**src/rtl/lsu_bus_req_queue_pkg.sv**
```systemverilog
// Shared widths, opcodes and the request entry layout for lsu_bus_req_queue.
// Latency: n/a (types and constants only).
// Backpressure: n/a.
package lsu_bus_req_queue_pkg;

  // Core-wide widths
  localparam int XLEN               = 64;
  localparam int ROB_INDEX_WIDTH    = 5;
  localparam int PHY_REG_ADDR_WIDTH = 6;
  localparam int STU_OP_WIDTH       = 5;
  localparam int PHYSICAL_ADDR_LEN  = 56;

  // LSU opcodes carried through the queue untouched
  localparam logic [STU_OP_WIDTH-1:0] LDU_LW    = 5'd2;
  localparam logic [STU_OP_WIDTH-1:0] LDU_LD    = 5'd3;
  localparam logic [STU_OP_WIDTH-1:0] STU_SD    = 5'd11;
  localparam logic [STU_OP_WIDTH-1:0] STU_FENCE = 5'd16;

  // One queued request. Field order fixes the packing: load_or_store is the MSB,
  // data occupies the low XLEN bits.
  typedef struct packed {
    logic                          load_or_store;
    logic                          is_fence;
    logic [ROB_INDEX_WIDTH-1:0]    rob_index;
    logic [PHY_REG_ADDR_WIDTH-1:0] rd_addr;
    logic [STU_OP_WIDTH-1:0]       opcode;
    logic [PHYSICAL_ADDR_LEN-1:0]  paddr;
    logic [XLEN-1:0]               data;
  } req_entry_t;

  localparam int ENTRY_W = $bits(req_entry_t);

endpackage

```
**src/rtl/lsu_bus_req_queue.sv**
```systemverilog
// In-order queue of uncached/IO loads, stores and fences between the LSQ and lsu_bus_ctrl.
// Latency: 1 cycle enqueue->vld_o; 0 cycles when LSU_BUS_REQ_QUEUE_BYPASS_EN is defined and the queue is empty.
// Backpressure: rdy_o drops only when full; a fence at the head holds vld_o low until the bus controller is idle.
module lsu_bus_req_queue
  import lsu_bus_req_queue_pkg::*;
#(
  parameter int DEPTH = 4
) (
  input  logic                          clk,
  input  logic                          rstn,
  input  logic                          flush,

  input  logic                          lsq_req_vld_i,
  output logic                          req_queue_lsq_rdy_o,
  input  logic                          lsq_req_load_or_store_i,
  input  logic                          lsq_req_is_fence_i,
  input  logic [ROB_INDEX_WIDTH-1:0]    lsq_req_rob_index_i,
  input  logic [PHY_REG_ADDR_WIDTH-1:0] lsq_req_rd_addr_i,
  input  logic [STU_OP_WIDTH-1:0]       lsq_req_opcode_i,
  input  logic [PHYSICAL_ADDR_LEN-1:0]  lsq_req_paddr_i,
  input  logic [XLEN-1:0]               lsq_req_data_i,

  output logic                          req_queue_bus_ctrl_vld_o,
  input  logic                          bus_ctrl_req_queue_rdy_i,
  output logic                          req_queue_bus_ctrl_load_or_store_o,
  output logic                          req_queue_bus_ctrl_is_fence_o,
  output logic [ROB_INDEX_WIDTH-1:0]    req_queue_bus_ctrl_rob_index_o,
  output logic [PHY_REG_ADDR_WIDTH-1:0] req_queue_bus_ctrl_rd_addr_o,
  output logic [STU_OP_WIDTH-1:0]       req_queue_bus_ctrl_opcode_o,
  output logic [PHYSICAL_ADDR_LEN-1:0]  req_queue_bus_ctrl_paddr_o,
  output logic [XLEN-1:0]               req_queue_bus_ctrl_data_o,

  input  logic                          bus_ctrl_idle_i,
  output logic [$clog2(DEPTH):0]        req_queue_cnt_o,
  output logic                          req_queue_empty_o
);

  // Pointers carry one extra wrap bit so full and empty are distinguishable.
  localparam int PTR_W = $clog2(DEPTH) + 1;
  localparam int IDX_W = PTR_W - 1;

  logic [PTR_W-1:0]   wr_ptr_q, wr_ptr_d;
  logic [PTR_W-1:0]   rd_ptr_q, rd_ptr_d;
  logic [IDX_W-1:0]   wr_idx, rd_idx;
  logic [ENTRY_W-1:0] mem_q [DEPTH];

  req_entry_t lsq_entry;
  req_entry_t head_entry;
  req_entry_t out_entry;

  logic full;
  logic empty;
  logic enq;
  logic wr_en;
  logic head_vld;
  logic deq;
  logic out_vld;
  logic bypass;

  assign wr_idx = wr_ptr_q[IDX_W-1:0];
  assign rd_idx = rd_ptr_q[IDX_W-1:0];

  assign empty = (wr_ptr_q == rd_ptr_q);
  assign full  = (wr_idx == rd_idx) && (wr_ptr_q[PTR_W-1] != rd_ptr_q[PTR_W-1]);

  // Full blocks enqueue even when the head leaves in the same cycle; this keeps
  // rdy_o free of any dependence on the bus controller's ready.
  assign req_queue_lsq_rdy_o = ~full;
  assign enq                 = lsq_req_vld_i & ~full;

  // Gather the LSQ request fields into one entry.
  always_comb begin
    lsq_entry               = '0;
    lsq_entry.load_or_store = lsq_req_load_or_store_i;
    lsq_entry.is_fence      = lsq_req_is_fence_i;
    lsq_entry.rob_index     = lsq_req_rob_index_i;
    lsq_entry.rd_addr       = lsq_req_rd_addr_i;
    lsq_entry.opcode        = lsq_req_opcode_i;
    lsq_entry.paddr         = lsq_req_paddr_i;
    lsq_entry.data          = lsq_req_data_i;
  end

  // Head is read combinationally; a fence may only leave once the bus side has drained.
  assign head_entry = req_entry_t'(mem_q[rd_idx]);
  assign head_vld   = ~empty & (~head_entry.is_fence | bus_ctrl_idle_i);
  assign deq        = head_vld & bus_ctrl_req_queue_rdy_i;

`ifdef LSU_BUS_REQ_QUEUE_BYPASS_EN
  // An empty queue hands an acceptable request straight through when the bus takes it
  // this cycle; such a request never occupies storage.
  assign bypass = empty & enq & (~lsq_req_is_fence_i | bus_ctrl_idle_i)
                & bus_ctrl_req_queue_rdy_i & ~flush;
`else
  // No combinational LSQ->bus_ctrl path: every request is stored first.
  assign bypass = 1'b0;
`endif

  assign wr_en = enq & ~bypass & ~flush;

  // Select what is presented to the bus controller; payload reads as zero while empty.
  always_comb begin
    out_vld   = head_vld;
    out_entry = empty ? '0 : head_entry;
    if (bypass) begin
      out_vld   = 1'b1;
      out_entry = lsq_entry;
    end
  end

  assign req_queue_bus_ctrl_vld_o           = out_vld;
  assign req_queue_bus_ctrl_load_or_store_o = out_entry.load_or_store;
  assign req_queue_bus_ctrl_is_fence_o      = out_entry.is_fence;
  assign req_queue_bus_ctrl_rob_index_o     = out_entry.rob_index;
  assign req_queue_bus_ctrl_rd_addr_o       = out_entry.rd_addr;
  assign req_queue_bus_ctrl_opcode_o        = out_entry.opcode;
  assign req_queue_bus_ctrl_paddr_o         = out_entry.paddr;
  assign req_queue_bus_ctrl_data_o          = out_entry.data;

  // Occupancy falls out of the wrap-bit pointers directly (modulo 2*DEPTH).
  assign req_queue_cnt_o   = wr_ptr_q - rd_ptr_q;
  assign req_queue_empty_o = empty;

  // Next pointers: flush wins over any enqueue or dequeue in the same cycle.
  always_comb begin
    wr_ptr_d = wr_ptr_q;
    rd_ptr_d = rd_ptr_q;
    if (flush) begin
      wr_ptr_d = '0;
      rd_ptr_d = '0;
    end else begin
      if (wr_en) wr_ptr_d = wr_ptr_q + 1'b1;
      if (deq)   rd_ptr_d = rd_ptr_q + 1'b1;
    end
  end

  // Pointer registers; reset empties the queue immediately.
  always_ff @(posedge clk or negedge rstn) begin
    if (!rstn) begin
      wr_ptr_q <= '0;
      rd_ptr_q <= '0;
    end else begin
      wr_ptr_q <= wr_ptr_d;
      rd_ptr_q <= rd_ptr_d;
    end
  end

  // Entry storage is not reset; the pointers alone decide what is valid.
  always_ff @(posedge clk) begin
    if (wr_en) mem_q[wr_idx] <= lsq_entry;
  end

endmodule
```
**config.mk**
```make
export PLATFORM = sky130hd
export DESIGN_NAME = lsu_bus_req_queue
export DESIGN_NICKNAME = d
export VERILOG_FILES = /design/src/rtl/lsu_bus_req_queue_pkg.sv /design/src/rtl/lsu_bus_req_queue.sv
export SDC_FILE = /design/constraint.sdc
export NUM_CORES = 1
export LEC_CHECK = 0
export CAP_MARGIN = 40
export CORE_ASPECT_RATIO = 2
export CORE_MARGIN = 3
export CORE_UTILIZATION = 51
export CTS_BUF_LIST = sky130_fd_sc_hd__clkbuf_8
export DETAILED_ROUTE_END_ITERATION = 12
export PLACE_DENSITY = 0.77
export SETUP_SLACK_MARGIN = 0.1
export SYNTH_ARGS = -nofsm -noshare
export SYNTH_HDL_FRONTEND = slang
export SYNTH_SLANG_ARGS = --single-unit
export TNS_END_PERCENT = 100
```
**constraint.sdc**
```tcl
create_clock -name clk -period 5.2 [get_ports clk]
set_clock_uncertainty 0.05 [all_clocks]
set_input_delay 1.04 -clock clk [delete_from_list [all_inputs] [get_ports clk]]
set_output_delay 1.04 -clock clk [all_outputs]
set_load 0.05 [all_outputs]
```
Yosys cells after proc, flatten, opt, wreduce, memory -nomap -nowiden
Memories as Yosys holds them, arrays and structs flattened.
Cells that the tools add are included.
{ "totals": {"regBits": 6, "input_bits": 144, "mem_count": 1, "latchBits": 0, "ram_bits": 552, "romBits": 0, "out_inout_bits": 144, "word_cells": 28} }
{ "op_classes": {"mux": 7, "eq_ne": 3, "n_lt_le_gt_ge": 0, "addsub": 3, "reduce_logical": 3, "shift": 0, "n_div": 0, "n_mul": 0, "bitwise": 9} }
{ "memory_table": {"columns": ["memory", "depth", "word_bits", "rd", "rd_ports_with_merged_regs", "wr", "line_no", "text"], "rows": [
  ["mem_q", 4, 138, 1, 0, 1, "lsu_bus_req_queue.sv:45", "logic [ENTRY_W-1:0] mem_q [DEPTH];"]
]} }
{ "op_table": {"columns": ["operator", "count"], "rows": [
  ["two-way mux 138 bit", 1],
  ["two-way mux 3 bit", 4],
  ["adder 3 x 1 -> 3 bit, second input constant", 2],
  ["AND 1 bit", 4],
  ["inverter 1 bit", 4],
  ["nonzero test 2 bit", 2],
  ["equality test 3 bit", 1],
  ["subtractor 3 bit", 1],
  ["equality test 2 bit", 1],
  ["two-way mux 1 bit", 2],
  ["logical AND 1 bit", 1],
  ["!= test 1 bit", 1],
  ["bitwise OR 1 bit", 1]
]} }

Longest topological paths before layout
{ "logic_depth": {"word_depth": 7, "mapped_depth": 10, "mapped_depth_nobuf": 6} }

Worst setup path after synthesis
No wires, ideal clock.
{ "synth_timing": {"path_kind": "reg2reg", "startpoint": "reg rd_ptr_q[1]", "endpoint": "mem mem_q[0][0] (netlist name) (enable)", "period_less_slack_ns": 5.476, "setup_slack_ns": -0.276, "path_buffers": 3, "t_arrival_ns": 4.912, "required_time_ns": 4.636, "stages_incl_launch_ff": 10, "setup_time_ns": 0.514, "cell_sequence": "dfrtp_1 > buf_2 > buf_2 > buf_2 > inv_1 > ha_1 > nand2_1 > o21ai_0 > nor2_1 > and2_1"} }
{ "synth_via": {"elab_chain_cells": 7} }
{ "synth_lines": {"columns": ["item", "line_no", "text"], "rows": [
  ["start: declaration", "lsu_bus_req_queue.sv:43", "logic [PTR_W-1:0] rd_ptr_q, rd_ptr_d;"],
  ["start signal: assignment", "lsu_bus_req_queue.sv:143", "rd_ptr_q <= rd_ptr_d;"],
  ["equality test 2 bit", "lsu_bus_req_queue.sv:64", "assign full = (wr_idx == rd_idx) && (wr_ptr_q[PTR_W-1] != rd_ptr_q[PTR_W-1]);"],
  ["logical AND 1 bit", "lsu_bus_req_queue.sv:64", null],
  ["inverter 1 bit", "lsu_bus_req_queue.sv:69", "assign enq = lsq_req_vld_i & ~full;"],
  ["AND 1 bit", "lsu_bus_req_queue.sv:69", null],
  ["AND 1 bit", "lsu_bus_req_queue.sv:98", "assign wr_en = enq & ~bypass & ~flush;"],
  ["two-way mux 1 bit", "lsu_bus_req_queue.sv:149", "if (wr_en) mem_q[wr_idx] <= lsq_entry;"],
  ["two-way mux 1 bit (implied by the code)", "lsu_bus_req_queue.sv:149", null],
  ["end: declaration", "lsu_bus_req_queue.sv:45", null]
]} }
Every way passes these cells.

Worst setup path in the final report
{ "layout_timing": {"startpoint": "reg rd_ptr_q[0]", "endpoint": "out req_queue_bus_ctrl_data_o[54]"} }
{ "layout_via": {"elab_chain_cells": 2, "elab_cells_between_ends": 3, "classes_between": "1 x eq/ne; 1 x mux; 1 x memory"} }
{ "layout_lines": {"columns": ["item", "line_no", "text"], "rows": [
  ["memory (4 x 138 bit) / equality test 3 bit (equally long branches)", null, null],
  ["two-way mux 138 bit *", "lsu_bus_req_queue.sv:103", "out_entry = empty ? '0 : head_entry;"],
  ["end: declaration", "lsu_bus_req_queue.sv:31", "output logic [XLEN-1:0] req_queue_bus_ctrl_data_o,"]
]} }
Mark *: on every way between the ends. The rest lies on a longest branch, timed or not.

==> run_results.csv <==
group,metric,value,unit
synthesis,yosysSeqAreaShare,78.46,%
global_route,grt_pass1_wl,64.29,mm
place,globalplace.congestion,0.7328,
place,dp_cells,1723,
synthesis,synth_fp_nets,1083,
synthesis,synth-edff-count,552,
critical_path,reg2reg_to,"mem_q[1][57]",
synthesis,synth_top_family_by_area,"multiplexers",
finish,fin_util,64.04,%
critical_path,critical_path.max_fanout,72,
finish,instances_no_fill,1865,
floorplanning,coreArea,41120,µm²
sta,fmax,222.9,MHz
critical_path,crit_end,"req_queue_bus_ctrl_data_o[54]",
synthesis,ys_async_sr_fraction,1.075,%
place,dpl.hpwl,26.40,mm
sta,slew_headroom,52.36,%
sta,grt_setup_unrepaired,"no",
synthesis,post_synth_inst_count,931,
global_route,grt_pass1_vias,11232,
route,ant_nets,0,
sta,slew_viol_final,0,
synthesis,yosys.cell_types.count,29,
finish,drive_gt1_share,20.35,%
synthesis,synth_fa_ha_area_share,0.5048,%
floorplanning,die_area,44440,µm²
synthesis,synth_xor_area_share,0.1643,%
route,drc_errors,0,
route,vias,10089,
sta,min_period,4.487,ns
floorplanning,num_io_pins,288,
flow_run,drv_cap,0,
synthesis,syn_area,21320,µm²
floorplanning,die_w,150.6,µm
critical_path,worst-setup-path-type,"reg2out",
clocking,cts_tree,"done",
clocking,numCtsBuffers,74,
synthesis,avgSynthCellArea,22.90,µm²
power,p_per_area,414.7,nW/µm²
critical_path,cpPeakStageDelay,0.77,ns
finish,nets,1416,
critical_path,slowest_stage,"clkdlybuf4s50_1",
clocking,worstSkewPairLatency,0.59,ns
place,io_buffers,287,
clocking,cts_resized,0,
route,wirelength,42.05,mm
sta,worst_slew_pin_slew,0.7146,ns
critical_path,reg2reg_slack,2.05,ns
sta,hold_viol,0,
global_route,grt_max_degree,73,
clocking,cts.sinks,558,
finish,syn2layout_area_growth,23.54,%
route,drtIter0Drc,417,
critical_path,startpoint,"rd_ptr_q[0]",
clocking,root_buffer,"clkbuf_8",
route,wl_per_cell,22.55,µm
synthesis,synth-compound-area-share,0.09391,%
global_route,gr-total-overflow,0,
synthesis,synthFlopType,"edfxtp_1",
sta,finalCritPeriodShare,86.28,%
clocking,clkSlewWorstSetupHoldPaths,0.06,ns
critical_path,cp-start-kind,"flip-flop",
critical_path,path_cells,"buf_12, mux4_2, nor2b_1, clkdlybuf4s50_1",
power,vdd_drop_max,0.3059,mV
clocking,postCtsSetupBuffers,0,
sta,finalSetupViolations,0,
critical_path,endpoint_kind,"primary output",
power,power.leakage,0.008263,µW
finish,fillers,2831,
floorplanning,std_cell_rows,105,
route,via_per_inst,5.410,
global_route,antenna_found_initial,10,
route,drt-pass1-iter-count,5,
global_route,groute.usage.overall,19.25,%
floorplanning,initial_utilization,51.84,%
floorplanning,fp.dieH,295.1,µm
clocking,cts_hold_buf,0,
place,pre_cts_slack,1.275,ns
synthesis,yosys-mux-area-fraction,14.77,%
critical_path,worstPathRequired,4.11,ns
synthesis,synth-simple-area-share,4.707,%
critical_path,cp.arrival,3.40,ns
sta,fin_setup_tns,0,ns
clocking,h-tree-depth,3,
critical_path,r2r.worst_path.cells,6,
sta,worst_slack,0.7132,ns
synthesis,ys_warn_count,0,
synthesis,synth_seq_cells,558,
status,status,"complete, no violations",
clocking,ctsLongestPathBuffers,3,
min_path,hp-class,"reg2reg",
critical_path,regToRegStartpoint,"rd_ptr_q[0]",
## cells by family (layout without fill, tap and decap cells)
group | Yosys count | after routing
DFF | 558 | 558
and+or+nand+nor | 161 | 161
muxes | 143 | 143
buffers and inverters | 54 | 445
adders and majority gates | 8 | 8
xor gates and xnor gates | 4 | 4
AOI/OAI and AO/OA | 3 | 3
other | 0 | 8
## critical path: cells and delay by family (launching register included)
family        cells  cell delay (ns)
simple gates      1             0.16
buf+inv           2             1.22
flops             1             0.68
mux               1             0.58
## cells in the mapped netlist, types with 3 or more instances
| cell | count | area (µm²) |
|---|---|---|
| ha_1 | 7 | 87.58 |
| buf_2 | 30 | 150.1 |
| dfrtp_1 | 6 | 150.1 |
| xnor2_1 | 3 | 26.28 |
| and2_1 | 4 | 25.02 |
| mux4_2 | 137 | 3085 |
| edfxtp_1 | 552 | 16580 |
| buf_4 | 8 | 60.06 |
| clkbuf_1 | 8 | 30.03 |
| nor2_1 | 6 | 22.52 |
| mux2i_1 | 4 | 40.04 |
| inv_1 | 5 | 18.77 |
| nor2b_1 | 140 | 875.8 |
## worst min path at each step
stage | startpoint | endpoint | slack, ns | cells past startpoint
after floorplan | wr_ptr_q[2] | wr_ptr_q[2] | 0.47 | 2
after global placement | wr_ptr_q[2] | wr_ptr_q[2] | 0.49 | 2
after detailed placement | wr_ptr_q[2] | wr_ptr_q[2] | 0.52 | 2
after CTS | wr_ptr_q[2] | wr_ptr_q[2] | 0.54 | 2
after global routing | wr_ptr_q[2] | wr_ptr_q[2] | 0.58 | 2
final | wr_ptr_q[2] | wr_ptr_q[2] | 0.53 | 2
## power breakdown
group          total [µW]  switching [µW]  internal, µW  leakage [µW]
sequential           5130            42.6          5080       0.00509
combinational        2720            1720          1010       0.00239
clock                3070            1530          1550      0.000785
## state kept, by name, indices dropped and copies added, names as in the netlist
register  flops
mem_q       552
rd_ptr_q      3
wr_ptr_q      3
## per-layer routing
metal	vias to the layer above	wire [µm]	GRT usage (%)
met5	-	18	0
met4	4	1341	8.215
met3	78	2732	5.031
met2	345	23240	34.02
met1	5171	14710	22.06
li1	4491	-	-
## final cells by class
type | instances | area [µm²] | share of cell area (%)
sequential | 558 | 16730 | 63.54
clock inverter | 57 | 344.1 | 1.307
multi-input combinational | 319 | 4329 | 16.44
clock buffer | 77 | 1060 | 4.024
inverter | 5 | 18.77 | 0.07127
antenna | 8 | 20.02 | 0.07602
tap | 535 | 669.4 | 2.542
timing repair buffer | 306 | 3161 | 12.00
## cell usage in the layout (no fill, tap or decap), types with 3 or more instances in the layout
cell type and count:
inv_1 18, nor2_1 6, xnor2_1 3, diode_2 8
buf_4 8, clkbuf_8 77, clkinv_1 17, mux2i_1 4
ha_1 7, buf_12 10, nor2b_1 140, clkdlybuf4s50_1 287
mux4_2 137, dfrtp_1 4, edfxtp_1 552, and2_4 4
clkinv_2 18, bufinv_16 3, inv_6 5
## stage by stage
stage               area (µm²)  total power (µW)  hold slack [ns]
global placement         24880              7965           0.4946
detailed placement       24910              7981           0.5229
global route             26330             11370           0.5796
finish                   26340             10920           0.5273
floorplan                21320              7037           0.4747
CTS                      26320             11070           0.5382
No activity file was read; power rests on OpenSTA's default activity.
